File: src/rtl/riscv_pkg.sv
// Shared RV32 fetch-path constants: datapath width, register-index width and reset defaults.
package riscv_pkg;
  localparam int XLEN  = 32;
  localparam int REG_W = 5;

  localparam logic [XLEN-1:0] RESET_PC_DEFAULT  = 32'h0000_0000;
  localparam logic [XLEN-1:0] NOP_INSTR_DEFAULT = 32'h0000_0013;  // addi x0,x0,0

  // Fetch addresses are always word aligned; redirect targets are forced onto that grid.
  localparam logic [XLEN-1:0] PC_ALIGN_MASK = 32'hFFFF_FFFC;
  localparam logic [XLEN-1:0] PC_STEP       = 32'd4;
endpackage

File: src/rtl/pc_gen.sv
// PC register and next-PC select: redirect beats advance, otherwise hold.
// One-cycle update; the caller folds stall and wait states into advance_i.
module pc_gen
  import riscv_pkg::*;
#(
  parameter logic [XLEN-1:0] RESET_PC = RESET_PC_DEFAULT
) (
  input  logic            clk,
  input  logic            rst,
  input  logic            branch_taken_i,
  input  logic [XLEN-1:0] branch_target_i,
  input  logic            advance_i,
  output logic [XLEN-1:0] pc_o
);

  logic [XLEN-1:0] pc_q;
  logic [XLEN-1:0] pc_d;

  always_comb begin
    pc_d = pc_q;
    if (branch_taken_i) begin
      pc_d = branch_target_i & PC_ALIGN_MASK;
    end else if (advance_i) begin
      pc_d = pc_q + PC_STEP;
    end
  end

  always_ff @(posedge clk or posedge rst) begin
    if (rst) begin
      pc_q <= RESET_PC;
    end else begin
      pc_q <= pc_d;
    end
  end

  assign pc_o = pc_q;

endmodule

File: src/rtl/if_id_stage.sv
// IF stage plus IF/ID pipeline register: one-cycle fetch latency, no extra buffering.
// Stall freezes everything; imem wait states and redirects insert bubbles.
module if_id_stage
  import riscv_pkg::*;
#(
  parameter logic [XLEN-1:0] RESET_PC  = RESET_PC_DEFAULT,
  parameter logic [XLEN-1:0] NOP_INSTR = NOP_INSTR_DEFAULT
) (
  input  logic             clk,
  input  logic             rst,
  input  logic             stall,
  input  logic             branch_taken,
  input  logic [XLEN-1:0]  branch_target,
  output logic [XLEN-1:0]  imem_addr,
  input  logic [XLEN-1:0]  imem_rdata,
  input  logic             imem_ready,
  output logic [XLEN-1:0]  IF_ID_pc,
  output logic [XLEN-1:0]  IF_ID_instr,
  output logic             IF_ID_valid,
  output logic [REG_W-1:0] IF_ID_Rs1,
  output logic [REG_W-1:0] IF_ID_Rs2,
  output logic [XLEN-1:0]  fetch_count
);

  logic [XLEN-1:0] pc;
  logic            fetch_fire;

  logic [XLEN-1:0] ifid_pc_q,    ifid_pc_d;
  logic [XLEN-1:0] ifid_instr_q, ifid_instr_d;
  logic            ifid_valid_q, ifid_valid_d;
  logic [XLEN-1:0] count_q,      count_d;

  // A fetch only completes when nothing outranks it and memory has the word.
  assign fetch_fire = !branch_taken && !stall && imem_ready;

  pc_gen #(
    .RESET_PC(RESET_PC)
  ) u_pc_gen (
    .clk            (clk),
    .rst            (rst),
    .branch_taken_i (branch_taken),
    .branch_target_i(branch_target),
    .advance_i      (fetch_fire),
    .pc_o           (pc)
  );

  assign imem_addr = pc;

  always_comb begin
    ifid_pc_d    = ifid_pc_q;
    ifid_instr_d = ifid_instr_q;
    ifid_valid_d = ifid_valid_q;
    count_d      = count_q;
    if (branch_taken || (!stall && !imem_ready)) begin
      // Bubble keeps the old PC so debug views still show where the slot came from.
      ifid_instr_d = NOP_INSTR;
      ifid_valid_d = 1'b0;
    end else if (fetch_fire) begin
      ifid_pc_d    = pc;
      ifid_instr_d = imem_rdata;
      ifid_valid_d = 1'b1;
      count_d      = count_q + 32'd1;
    end
  end

  always_ff @(posedge clk or posedge rst) begin
    if (rst) begin
      ifid_pc_q    <= '0;
      ifid_instr_q <= NOP_INSTR;
      ifid_valid_q <= 1'b0;
      count_q      <= '0;
    end else begin
      ifid_pc_q    <= ifid_pc_d;
      ifid_instr_q <= ifid_instr_d;
      ifid_valid_q <= ifid_valid_d;
      count_q      <= count_d;
    end
  end

  assign IF_ID_pc    = ifid_pc_q;
  assign IF_ID_instr = ifid_instr_q;
  assign IF_ID_valid = ifid_valid_q;
  assign fetch_count = count_q;

  // Bubbles present x0 sources so the hazard unit never matches on stale fields.
  assign IF_ID_Rs1 = ifid_valid_q ? ifid_instr_q[19:15] : '0;
  assign IF_ID_Rs2 = ifid_valid_q ? ifid_instr_q[24:20] : '0;

endmodule

File: config.mk
export PLATFORM = sky130hd
export DESIGN_NAME = if_id_stage
export DESIGN_NICKNAME = d
export VERILOG_FILES = /design/src/rtl/riscv_pkg.sv /design/src/rtl/pc_gen.sv /design/src/rtl/if_id_stage.sv
export SDC_FILE = /design/constraint.sdc
export NUM_CORES = 1
export LEC_CHECK = 0
export CAP_MARGIN = 20
export CORE_MARGIN = 2
export CORE_UTILIZATION = 41
export CTS_CLUSTER_DIAMETER = 120
export CTS_CLUSTER_SIZE = 28
export DETAILED_ROUTE_END_ITERATION = 12
export GPL_ROUTABILITY_DRIVEN = 0
export PLACE_DENSITY_LB_ADDON = 0.2
export SLEW_MARGIN = 20
export SYNTH_ARGS = -nofsm -noshare
export SYNTH_HDL_FRONTEND = slang
export SYNTH_HIERARCHICAL = 1
export SYNTH_SLANG_ARGS = --single-unit
File: constraint.sdc
create_clock -name clk -period 2.9 [get_ports clk]
set_input_delay 0.58 -clock clk [delete_from_list [all_inputs] [get_ports clk]]
set_output_delay 0.58 -clock clk [all_outputs]
set_load 0.02 [all_outputs]
# ---- Word level (Yosys, flattened, before mapping)
# Cells that the tools add are included.
dict set report op_classes {
  addsub 2
  n_mux 8
  bitwise 1
  n_reduce_logical 10
}
# cell count
set ops {}
lappend ops {{32-bit two-way mux} 4}
lappend ops {{32-bit by 1-bit adder with 32-bit output, second input constant} 1}
lappend ops {{32-bit by 3-bit adder with 32-bit output, second input constant} 1}
lappend ops {{5-bit two-way mux} 2}
lappend ops {{2-bit nonzero test} 2}
lappend ops {{1-bit logical AND} 3}
lappend ops {{1-bit zero test} 3}
lappend ops {{1-bit two-way mux} 2}
lappend ops {{2-bit AND reduction} 1}
lappend ops {{1-bit logical OR} 1}
lappend ops {{1-bit inverter} 1}
dict set report totals {
  register_bits 129
  output_inout_bits 139
  word_cells 26
}

# ---- Depth between registers and ports, before layout
dict set report logic_depth {
  depth_word 5
  depth_mapped 9
  mapped_depth_nobuf 6
}

# ---- Cells and area by module
# Netlist, hierarchy kept.
# mod instances cells_each area_per_inst_um2
set by_module_without_submodules {}
lappend by_module_without_submodules {if_id_stage 1 364 3920.0}
lappend by_module_without_submodules {pc_gen 1 197 1788.0}

# ---- Least setup slack after synthesis
# No wires, ideal clock.
dict set report synth_timing {
  path_type {input-to-reg}
  start {in stall}
  end {reg u_pc_gen.pc_q[18] (netlist: u_pc_gen/pc_o[18])}
  setup_ns 0.069
  t_arrival_ns 2.676
  t_required_ns 2.831
  path_slack_ns 0.155
  path_stages 8
  path_buffers 2
  cell_sequence {or3b_1 -> inv_2 -> buf_1 -> and4_2 -> nand4_4 -> buf_6 -> or4_1 -> nand3_1}
}
dict set report synth_via {
  elab_chain_cells 4
}
# item line_no
set synth_rtl {}
lappend synth_rtl {{start: declaration} if_id_stage.sv:11} ;# input logic stall,
lappend synth_rtl {{1-bit zero test} if_id_stage.sv:34} ;# assign fetch_fire = !branch_taken && !stall && imem_ready;
lappend synth_rtl {{1-bit logical AND (2 in series)} if_id_stage.sv:34}
lappend synth_rtl {{net fetch_fire} if_id_stage.sv:26} ;# logic fetch_fire;
lappend synth_rtl {{2-bit nonzero test (no source line)} -}
lappend synth_rtl {{end signal: assignment} pc_gen.sv:32} ;# pc_q <= pc_d;
lappend synth_rtl {{end: declaration} pc_gen.sv:16} ;# logic [XLEN-1:0] pc_q;
# The timed path passes the listed nets, and every way through them passes these cells.
# A chain may end at the register's enable or synchronous reset.

# ---- Worst setup path in the final report
dict set report layout_timing {
  start {in imem_ready}
  end {reg u_pc_gen.pc_q[30] (netlist: u_pc_gen/pc_o[30])}
}
dict set report layout_via {
  elab_chain_cells 2
}
# item line_no
set layout_rtl {}
lappend layout_rtl {{start: declaration} if_id_stage.sv:16} ;# input logic imem_ready,
lappend layout_rtl {{1-bit logical AND} if_id_stage.sv:34}
lappend layout_rtl {{2-bit nonzero test (no source line)} -}
# Every way passes these cells.

==> impl_results.md <==
- CP Class: input port to register
- Vias per cell: 5.16
- Register area share after synthesis: 55.7%
- Setup Skew: 0.00768 ns
- All-Layer GR Usage: 21.9%
- Fillers: 1,140
- CTS max path bufs: 2
- CP top delay family: simple AND/OR/NAND/NOR gates
- Number of synthesized register bits: 127
- GRT Residual Overflow: 0
- Met2 WL: 7.74 mm
- Reg clk slew, reported paths: 0.05 ns
- Register area: 0.00318 mm^2
- CTS resizes: 0
- Final worst slack: 0.308 ns
- CP required: 3.23 ns
- Detailed placer's ending HPWL: 11.7 mm
- Hold path start: fetch_count[31]
- Reg2Reg Depth: 4
- Netlist Area Pre-Place: 0.00571 mm^2
- Fin. Hold Viols: 0
- Final net count: 851
- Critical-path cell list: clkdlybuf4s50_1 -> or3b_1 -> inv_2 -> and4_2 -> nand4_4 -> or4b_1 -> a31oi_1
- Tcrit/Tclk final: 89.4%
- IO buf count: 203
- Yosys cell types: 47
- WP buf/inv: 2
- Critical R2R Launch: u_pc_gen/pc_o[5]
- Syn. warnings: 6
- CTS root buffer: clkbuf_16
- Met3 Wirelength: 1.19 mm
- Core area: 0.0137 mm^2
- Post-synth ARST share: 100%
- Mean post-synth cell area: 10.2 um^2
- Synth Flop Type: dfrtp_1
- Initial Util: 41.6%
- Tightest Pin Transition: 0.590 ns
- Crit path max fanout: 13
- H-Tree Depth: 4
- Initial antenna violation count: 1
- Hold bufs inserted after CTS: 0
- CP endpoint kind: register
- Min-Delay Path Depth: 1
- DIE AREA: 0.0149 mm^2
- Status: completed
- Max cap viols: 0
- Min-Delay Path Class: register to register
- Cell count after synthesis: 561
- Inserted Clock Buffers: 17
- Wire length per cell: 16.4 um
- Maximum vdd drop: 0.333 mV
- Layout area overhead: 50.8%
- Max frequency: 0.386 GHz
- DP Area: 0.00803 mm^2
- Min cycle time layout: 2.59 ns
- Setup-failing EPs final: 0
- Total power draw: 5.19 mW
- Slew margin rel.: 60.6%
- Slowest stage delay, CP: 0.57 ns
- RR Endpoint: u_pc_gen/pc_o[30]
- Drt pass-1 iters: 5
- Commonest non-fill, non-tap cell in the layout: clkdlybuf4s50_1
- DRT antenna net count: 0
- Vias: 5,015
- RSZ-0062 raised after global routing: false
- Commonest cells after routing, fill and taps aside: 203 x clkdlybuf4s50_1, 138 x nand2_1, 124 x dfrtp_1
- Routed wire length: 15.9 mm
- Final instance area: 0.00861 mm^2
- Slowest-stage cell, CP: or4b_1
- Number of remaining DRC errors: 0
- CP Launch Point: imem_ready
- DP Worst Slack: -0.101 ns
- Vias in the first global route: 4,925
- EDFF count, synth: 0
- Setup bufs post-CTS: 0
- Die width: 122 um
- Worst reg2reg setup slack: 0.80 ns
- PwrDens: 603 mW/mm^2
- Fin. max-slew vios: 0
- First-pass GRT wire length: 25.4 mm
- Metal-1 WL: 6.81 mm
- Ratio of cells with drive above 1 in the final layout: 8.47%
- Placed Cells: 941
- I/O pins: 208
- WP data arrival: 2.92 ns
- Multi-input gate area: 0.00235 mm^2
- # rows: 43
- Final Non-Filler Cells: 972
- Final TNS setup: 0 ns
- Worst setup SP type: input port
- Largest net degree at the start of global routing: 65
- Clk sinks: 127
- Top layer in use: met4
- DR iter-0 viols: 281
- Die Ht: 122 um
- Clock latency on the worst-skew pair: 0.41 ns
- Hold-critical path endpoint: fetch_count[31]
- P_leak: 3.71 nW
- TritonCTS clock tree: built
==> per-layer routing <==
metal / global-route usage [%] / vias up
li1: - / 2407
met1: 27.7 / 2400
met2: 36.1 / 192
met3: 6.37 / 16
met4: 7.47 / 0
met5: 0 / -
==> power by group <==
part | internal [mW] | total (mW) | switching (mW)
Clock | 1.34 | 2.06 | 0.718
Combinational | 0.492 | 0.992 | 0.500
Sequential | 1.95 | 2.14 | 0.190
==> worst max path at each step <==
stage	endpoint	cells past startpoint	slack, ns
after CTS	u_pc_gen/pc_o[26]	7	0.32
after global routing	u_pc_gen/pc_o[26]	7	0.22
after floorplan	u_pc_gen/pc_o[18]	8	0.15
after detailed placement	u_pc_gen/pc_o[26]	7	-0.10
after global placement	u_pc_gen/pc_o[22]	7	-0.04
final	u_pc_gen/pc_o[30]	7	0.31
==> kinds of logic after synthesis <==
family,synth area share [%]
other,0.0657
XOR/XNOR,6.75
AND/OR/NAND/NOR,24.2
buffers and inverters,3.27
AO/OA/AOI/OAI,9.34
flip-flops,55.7
multiplexers,0.175
adder cells (fa/ha/maj),0.438
==> state kept, by name, summed over array words and instances, names as in the netlist <==
| signal | cells |
|---|---|
| u_pc_gen/pc_o | 30 |
| IF_ID_valid | 1 |
| IF_ID_instr | 32 |
| fetch_count | 32 |
| IF_ID_pc | 32 |
==> cell usage after synthesis (all sizes together), types with 11 or more instances <==
library cell / instances / area share, %
xnor2: 22 / 3.4
nand3: 25 / 2.2
xor2: 22 / 3.4
a31oi: 11 / 1.2
o21ai: 18 / 1.6
buf: 11 / 1.4
dfrtp: 124 / 54
nor2: 22 / 1.4
nand4: 23 / 3.0
clkbuf: 17 / 1.1
a22o: 29 / 4.4
nand2: 138 / 9.1
and2: 13 / 1.4
==> cell type report <==
| type | instances | share of cell area (%) |
|---|---|---|
| flip-flops and latches | 127 | 37.0 |
| multi-input cells | 396 | 27.3 |
| repair buffers | 227 | 25.9 |
| clock buffers | 24 | 5.71 |
| well taps | 180 | 2.62 |
| clock inverters | 6 | 0.959 |
| inverters | 11 | 0.523 |
| diodes | 1 | 0.0291 |
==> per-stage QoR <==
stage	hold WS, ns	util (%)
after CTS	0.467	62.7
after global placement	0.460	58.4
after floorplan	0.578	-
after global routing	0.490	62.7
final	0.468	62.7
after detailed placement	0.461	58.5
Note: power is estimated with default switching activity, not from simulation.
